<file path="src/rtl/fetch_pc_stage.sv">
// fetch_pc_stage: owns the PC, issues word fetches to imem, buffers returned words (2 entries) toward decode.
// Latency: request granted at N -> response at N+1 -> head visible at N+2; a redirect yields a valid head 3 cycles later.
// Backpressure: fetch issue stalls while buffered + in-flight words (less this cycle's pop) reach 2; decode pops via valid/ready.
//
// Ports:
//   clk_in, reset_in (sync, active-high)      clock and reset
//   redirect_in, redirect_pc_in               PC redirect strobe and target (target bits [1:0] ignored)
//   imem_req_out, imem_addr_out, imem_gnt_in  fetch request / address / accept
//   imem_rdata_in                             instruction word, valid one cycle after a grant
//   inst_valid_out, inst_out, inst_pc_out     buffer head toward decode
//   inst_ready_in                             decode accepts the head
//   perf_fetch_cnt_out, perf_stall_cnt_out    only when FETCH_PERF_CNT_EN is defined
//
// Optional feature macro: FETCH_PERF_CNT_EN (pop counter and grant-stall counter).
module fetch_pc_stage #(
  parameter int                ADDR_W   = 32,
  parameter int                DATA_W   = 32,
  parameter logic [ADDR_W-1:0] RESET_PC = '0
) (
  input  logic              clk_in,
  input  logic              reset_in,
  input  logic              redirect_in,
  input  logic [ADDR_W-1:0] redirect_pc_in,
  output logic              imem_req_out,
  output logic [ADDR_W-1:0] imem_addr_out,
  input  logic              imem_gnt_in,
  input  logic [DATA_W-1:0] imem_rdata_in,
  output logic              inst_valid_out,
  output logic [DATA_W-1:0] inst_out,
  output logic [ADDR_W-1:0] inst_pc_out,
  input  logic              inst_ready_in
`ifdef FETCH_PERF_CNT_EN
  ,
  output logic [31:0]       perf_fetch_cnt_out,
  output logic [31:0]       perf_stall_cnt_out
`endif
);

  // PCs are held as word addresses; the byte offset is always zero.
  localparam int WA_W = ADDR_W - 2;
  localparam logic [WA_W-1:0] WA_ONE = {{(WA_W-1){1'b0}}, 1'b1};

  logic [WA_W-1:0]   r_pc;
  logic [WA_W-1:0]   r_req_pc;
  logic              r_inflight;
  logic              r_kill;
  logic [DATA_W-1:0] r_buf_dat [2];
  logic [WA_W-1:0]   r_buf_pc  [2];
  logic              r_rd_ptr;
  logic              r_wr_ptr;
  logic [1:0]        r_count;

  logic              w_vld;
  logic              w_pop;
  logic              w_push;
  logic              w_req;
  logic              w_gnt;
  logic [2:0]        w_occ;
  logic              w_unused_ok;

  assign w_unused_ok = ^redirect_pc_in[1:0];

  assign w_vld  = (r_count != 2'd0);
  assign w_pop  = w_vld & inst_ready_in;

  // Occupancy seen by the issue check: buffered + in flight, minus the slot freed by this cycle's pop.
  // count == 0 implies no pop, so the subtraction never underflows.
  assign w_occ  = {1'b0, r_count} + {2'b00, r_inflight} - {2'b00, w_pop};
  assign w_req  = ~reset_in & ~redirect_in & (w_occ < 3'd2);
  assign w_gnt  = w_req & imem_gnt_in;

  // A response is captured only if it was not cancelled by a redirect (this cycle or the previous one) or reset.
  assign w_push = r_inflight & ~r_kill & ~redirect_in & ~reset_in;

  assign imem_req_out   = w_req;
  assign imem_addr_out  = {r_pc, 2'b00};
  assign inst_valid_out = w_vld;
  // Head is gated so an empty buffer always presents zeros.
  assign inst_out       = w_vld ? r_buf_dat[r_rd_ptr] : '0;
  assign inst_pc_out    = w_vld ? {r_buf_pc[r_rd_ptr], 2'b00} : '0;

  always_ff @(posedge clk_in) begin
    if (reset_in) begin
      r_pc       <= RESET_PC[ADDR_W-1:2];
      r_req_pc   <= '0;
      r_inflight <= 1'b0;
      r_kill     <= 1'b0;
      r_rd_ptr   <= 1'b0;
      r_wr_ptr   <= 1'b0;
      r_count    <= 2'd0;
    end else if (redirect_in) begin
      // Redirect outranks grant, push and pop: flush and retarget.
      r_pc       <= redirect_pc_in[ADDR_W-1:2];
      r_inflight <= 1'b0;
      r_kill     <= r_inflight;
      r_rd_ptr   <= 1'b0;
      r_wr_ptr   <= 1'b0;
      r_count    <= 2'd0;
    end else begin
      r_kill     <= 1'b0;
      r_inflight <= w_gnt;
      if (w_gnt) begin
        r_pc     <= r_pc + WA_ONE;
        r_req_pc <= r_pc;
      end
      if (w_push) begin
        r_wr_ptr <= ~r_wr_ptr;
      end
      if (w_pop) begin
        r_rd_ptr <= ~r_rd_ptr;
      end
      r_count <= r_count + {1'b0, w_push} - {1'b0, w_pop};
    end
  end

  // Buffer storage carries no reset; validity comes from r_count.
  always_ff @(posedge clk_in) begin
    if (w_push) begin
      r_buf_dat[r_wr_ptr] <= imem_rdata_in;
      r_buf_pc[r_wr_ptr]  <= r_req_pc;
    end
  end

  // Issue gating keeps count + inflight <= 2, so a push never meets a full buffer.
  assert property (@(posedge clk_in) disable iff (reset_in) !(w_push && (r_count == 2'd2)));

`ifdef FETCH_PERF_CNT_EN
  logic [31:0] r_perf_fetch;
  logic [31:0] r_perf_stall;

  // Neither counter is cleared by a redirect; both wrap naturally.
  always_ff @(posedge clk_in) begin
    if (reset_in) begin
      r_perf_fetch <= 32'd0;
      r_perf_stall <= 32'd0;
    end else begin
      if (w_pop) begin
        r_perf_fetch <= r_perf_fetch + 32'd1;
      end
      if (w_req & ~imem_gnt_in) begin
        r_perf_stall <= r_perf_stall + 32'd1;
      end
    end
  end

  assign perf_fetch_cnt_out = r_perf_fetch;
  assign perf_stall_cnt_out = r_perf_stall;
`endif

endmodule

</file>
<file path="config.mk">
export PLATFORM = sky130hd
export DESIGN_NAME = fetch_pc_stage
export DESIGN_NICKNAME = d
export VERILOG_FILES = /design/src/rtl/fetch_pc_stage.sv
export SDC_FILE = /design/constraint.sdc
export NUM_CORES = 1
export LEC_CHECK = 0
export ABC_CLOCK_PERIOD_IN_PS = 13900
export CORE_ASPECT_RATIO = 1.25
export CORE_MARGIN = 2
export CORE_UTILIZATION = 40
export DETAILED_ROUTE_END_ITERATION = 10
export GPL_TIMING_DRIVEN = 0
export PLACE_DENSITY = 0.67
export SYNTH_ARGS = -nofsm -noshare
export SYNTH_HDL_FRONTEND = slang
export SYNTH_SLANG_ARGS = --single-unit
</file>
<file path="constraint.sdc">
create_clock -name clk_in -period 13.9 [get_ports clk_in]
set_input_delay 2.78 -clock clk_in [delete_from_list [all_inputs] [get_ports clk_in]]
set_output_delay 2.78 -clock clk_in [all_outputs]
set_load 0.01 [all_outputs]
</file>
==> After elaboration in Yosys (flattened, before gate mapping) <==
Memories as Yosys holds them, arrays and structs flattened. A register that Yosys moved wholly into a read port is not among the register bits.
Cells that the tools add are included.
{ "totals": {"wordCells": 42, "ff_bits": 66, "in_bits": 69, "n_memories": 2, "mem_bits_rw": 124, "output_inout_bits": 98} }
{ "memory_table": {"columns": ["name", "depth", "width", "rd", "rd_ports_with_merged_regs", "write_ports", "line", "rtl"], "rows": [
  ["r_buf_dat", 2, 32, 1, 1, 1, "47", "logic [DATA_W-1:0] r_buf_dat [2];"],
  ["r_buf_pc", 2, 30, 1, 1, 1, "48", "logic [WA_W-1:0] r_buf_pc [2];"]
]} }
{ "classes": {"muxes": 10, "addsub": 5, "n_reduce_logical": 5, "n_lt_le_gt_ge": 1, "bitwise_logic": 12} }
{ "op_table": {"columns": ["cell", "n"], "rows": [
  ["32-bit two-way mux", 2],
  ["30-bit two-way mux", 2],
  ["30-bit by 1-bit adder with 30-bit output, second input constant", 1],
  ["1-bit AND", 7],
  ["1-bit two-way mux", 6],
  ["1-bit NOT", 5],
  ["2-bit nonzero test", 2],
  ["2-bit OR reduction", 2],
  ["2-bit by 1-bit adder with 3-bit output", 1],
  ["3-bit by 2-bit less-than comparator with 1-bit output, second input constant", 1],
  ["3-bit by 1-bit subtractor with 3-bit output", 1],
  ["2-bit by 1-bit adder with 2-bit output", 1],
  ["2-bit AND reduction", 1],
  ["2-bit by 1-bit subtractor with 2-bit output", 1]
]} }

==> Longest topological paths before layout <==
{ "logic_depth": {"depth_word": 8, "ltp_mapped": 13, "mapped_depth_nobuf": 12} }

==> Least setup slack after synthesis <==
Ideal clock, no wire load.
{ "synth_timing": {"kind": "in2out", "startpoint": "input port inst_ready_in", "endpoint": "output port imem_req_out", "n_path_buf": 0, "path_slack_ns": 6.870, "required_time_ns": 11.120, "path_stages": 6, "t_arrival_ns": 4.250, "path_cell_list": "and2_1 -> ha_1 -> nand2b_1 -> fa_1 -> xnor2_1 -> and3_1"} }
{ "synth_between": {"elab_chain_len": 4} }
{ "synth_lines": {"columns": ["item", "line", "rtl"], "rows": [
  ["start, declared", "31", "input logic inst_ready_in"],
  ["1-bit AND", "64", "assign w_pop = w_vld & inst_ready_in;"],
  ["3-bit by 1-bit subtractor with 3-bit output", "68", "assign w_occ = {1'b0, r_count} + {2'b00, r_inflight} - {2'b00, w_pop};"],
  ["3-bit by 2-bit less-than comparator with 1-bit output", "69", "assign w_req = ~reset_in & ~redirect_in & (w_occ < 3'd2);"],
  ["1-bit AND", "69", null],
  ["end, declared", "24", "output logic imem_req_out,"]
]} }
Every way passes these cells.

==> Final worst setup path <==
{ "layout_timing": {"startpoint": "input port inst_ready_in", "endpoint": "output port imem_req_out"} }
{ "layout_between": {"elab_chain_len": 4} }
{ "layout_lines": {"columns": ["item", "line", "rtl"], "rows": [
  ["1-bit AND", "64", null],
  ["net w_pop", "54", "logic w_pop;"],
  ["3-bit by 1-bit subtractor with 3-bit output", "68", null],
  ["3-bit by 2-bit less-than comparator with 1-bit output", "69", null],
  ["1-bit AND", "69", null]
]} }
The timed path passes the listed nets, and every way through them passes these cells.

==> out/metrics.cfg <==
[outcome]
run_status=finished clean

[worst_setup_path]
critical_path_required_ns=11.12
setup.worst_path.start_class=input port
critPathCaptureType=output pin
worst-setup-path-type=in2out
critical_path.max_stage_delay_ns=0.54
critPathSlowestCell=sky130_fd_sc_hd__clkdlybuf4s50_1
crit_fanout=5
worstPathCellList=clkdlybuf4s50_1 -> and2_1 -> ha_1 -> nand2b_1 -> fa_1 -> xnor2_1 -> and3_1 -> clkdlybuf4s50_1
reg2reg_depth=13
regToRegSetupSlack_ns=9.27
worstPathArrival_ns=5.50
critPathMostFrequentCell=sky130_fd_sc_hd__clkdlybuf4s50_1

[yosys]
synthesis.instances=646
synth-edff-count=124
dominantRegCellSynth=sky130_fd_sc_hd__edfxtp_1
async_reset_ff_frac=0
ys_seq_area_frac=0.6547
ys_types=55
synth-seq-cells=191
synth.top_cells.by_area=sky130_fd_sc_hd__edfxtp_1, sky130_fd_sc_hd__dfxtp_1, sky130_fd_sc_hd__mux2i_1, sky130_fd_sc_hd__nor2_1, sky130_fd_sc_hd__nand2_1
netlist.top_cell.by_area=sky130_fd_sc_hd__edfxtp_1
synthDominantCellAreaShare=0.4813
synth_area_per_cell_um2=11.98
ys_warns=0
synth_area_um2=7736

[layout]
area_growth_pct=33.45
layout-drive-gt1-share=0.06391
final.fill_count=1649
fin_area_um2=10320
combined_flip_flop_and_latch_cell_area_um2=5065
multiInputGateArea_um2=2502
post_layout_nets=906
antenna_cells=0
stdcell_count=1077

[clocking]
cts_buffers=17
ctsHtreeMaxLevel=4
cts_tree=built
post-cts-setup-buffers=0
cts.clk_slew.worst_paths_ns=0.07
cts_root_buffer=sky130_fd_sc_hd__clkbuf_16
post_cts_hold_buffer_count=0
cts_buffer_depth=2
cts.sink_count=191
cts_resized=0
clk-insertion-delay-late_ns=0.43

[timing]
final_max_slew_viol_count=0
rsz0062_at_grt=no
timing.clock.skew_ns=0.008882
slew_headroom=0.2973
fmax_mhz=120.8
worst-slew-pin-transition_ns=1.050
fin_hold_ws_ns=0.4550
tns_setup_ns=0
period_needed_ns=8.276
setup_viol_count_final=0
timing.final.crit_share=0.5954
report.final.hold_viol_count=0

[floorplan]
core.rowCount=56
num_io_pins=167
die_w_um=128.4
coreArea_um2=18850
initial_utilization=0.4104
die_area_um2=20480
die_span_y_um=159.5

[grt]
track_usage=0.1719
pin_count_of_the_biggest_net_entering_global_routing=32
antenna_found_initial=0
grt_pass1_wl_um=27330
first_global_vias=5225
grt_remaining_overflow=0

[power_and_ir_drop]
finalPower_mw=1.167
p_leak_nw=3.381
peakVddDrop_v=0.00008002
power_density_nw_per_um2=113.0

[route]
final_antenna_net_count=0
detail_route.wirelength_um=17340
drc=0
number_of_iterations_in_the_first_detailed_routing_pass=5
via_per_inst=5.045
routed_wirelength_normalized_by_instance_count_um=16.10
via_count=5433
initialDrtViolationCount=270

[placement]
post_dp_cell_area_um2=9734
port_buffer_count=160
place_hpwl_um=12680
numPlacedInstances=1045
gp_congestion=0.8753

[hold_path]
hold_depth=0
holdCritPathClass=reg2reg

[run]
max_capacitance_violation_count=0

==> flip-flops by register name, indices dropped and copies added, names as in the netlist, named ones only <==
name and cells:
r_buf_pc 60, r_count 2, r_wr_ptr 1, r_req_pc 30, r_buf_dat 64, r_inflight 1, r_rd_ptr 1, r_kill 1
r_pc 30
==> per-stage QoR <==
| stage | utilization | worst slack, ns |
|---|---|---|
| 2_1_floorplan | - | 6.870 |
| 4_1_cts | 0.5477 | 5.637 |
| 5_1_grt | 0.5477 | 5.528 |
| 6_report | 0.5477 | 5.624 |
| 3_5_place_dp | 0.5165 | 5.650 |
| 3_3_place_gp | 0.5114 | 5.111 |
==> per-layer routing <==
metal	vias to the layer above	wire, um	global-route usage
li1	2683	-	-
met5	-	0	0
met4	0	445	0.06743
met3	30	962	0.03864
met2	179	8552	0.2819
met1	2541	7383	0.2204
==> critical path: cells and delay by family <==
family                   cells  cell delay [ns]
XOR/XNOR                     1             0.50
adder cells (fa/ha/maj)      2             0.65
buffers and inverters        2             0.98
AND/OR/NAND/NOR              3             0.58
==> layout by cell type (no fill, tap or decap), types with 6 or more instances in the layout <==
cell	n
sky130_fd_sc_hd__a211oi_1	7
sky130_fd_sc_hd__dfxtp_1	67
sky130_fd_sc_hd__nand4_1	10
sky130_fd_sc_hd__clkdlybuf4s50_1	160
sky130_fd_sc_hd__nand2_1	82
sky130_fd_sc_hd__nor2_1	89
sky130_fd_sc_hd__inv_1	7
sky130_fd_sc_hd__clkbuf_1	29
sky130_fd_sc_hd__xnor2_1	13
sky130_fd_sc_hd__nand3_1	15
sky130_fd_sc_hd__inv_6	6
sky130_fd_sc_hd__clkbuf_16	18
sky130_fd_sc_hd__a21oi_1	44
sky130_fd_sc_hd__o21ai_0	8
sky130_fd_sc_hd__xor2_1	10
sky130_fd_sc_hd__edfxtp_1	124
sky130_fd_sc_hd__mux2i_1	64
==> synth_stat cells (all sizes together) (2+ instances only) <==
master and n:
nor4b 2, clkbuf 29, nor2 91, a211oi 8, or3 2, nand2 82
and3 4, nand3b 2, or4 3, mux2i 64, a31oi 4, nand4 11
dfxtp 67, nor4 8, xor2 10, edfxtp 124, a22oi 3, buf 8
xnor2 13, a21oi 44, ha 4, o21ai 11, inv 8, nor3 5
and2 5, nand3 16
==> where the power goes <==
part / total (mW) / internal (mW) / switching [mW] / leakage (nW)
combinational: 0.0696 / 0.0385 / 0.0311 / 1.32
clock: 0.475 / 0.257 / 0.218 / 0.295
sequential: 0.622 / 0.610 / 0.0118 / 1.77
==> cells by family after synthesis <==
family | Yosys count | share of synthesized area
AO/OA/AOI/OAI | 80 | 0.06065
adder cells (fa/ha/maj) | 5 | 0.009057
multiplexers | 64 | 0.08281
XOR/XNOR | 23 | 0.02604
buffers and inverters | 46 | 0.02523
AND/OR/NAND/NOR | 236 | 0.1410
flip-flops | 191 | 0.6547
other | 1 | 0.0004847
==> layout make-up <==
type	instances	area share
plain buffers	37	0.01563
inverters	9	0.003272
clock inverters	12	0.01079
flip-flops and latches	191	0.4906
clock buffers	20	0.04630
well taps	232	0.02812
multi-input cells	412	0.2424
repair buffers	164	0.1629
==> final timing paths <==
| kind | start | end |
|---|---|---|
| worst min-delay path | r_req_pc[18] | r_buf_pc[1][18] |
| worst max-delay path | inst_ready_in | imem_req_out |
| worst max register to register | r_count[1] | r_req_pc[11] |
| worst min register to register | r_req_pc[18] | r_buf_pc[1][18] |
Power figures use the tool's default switching activity.
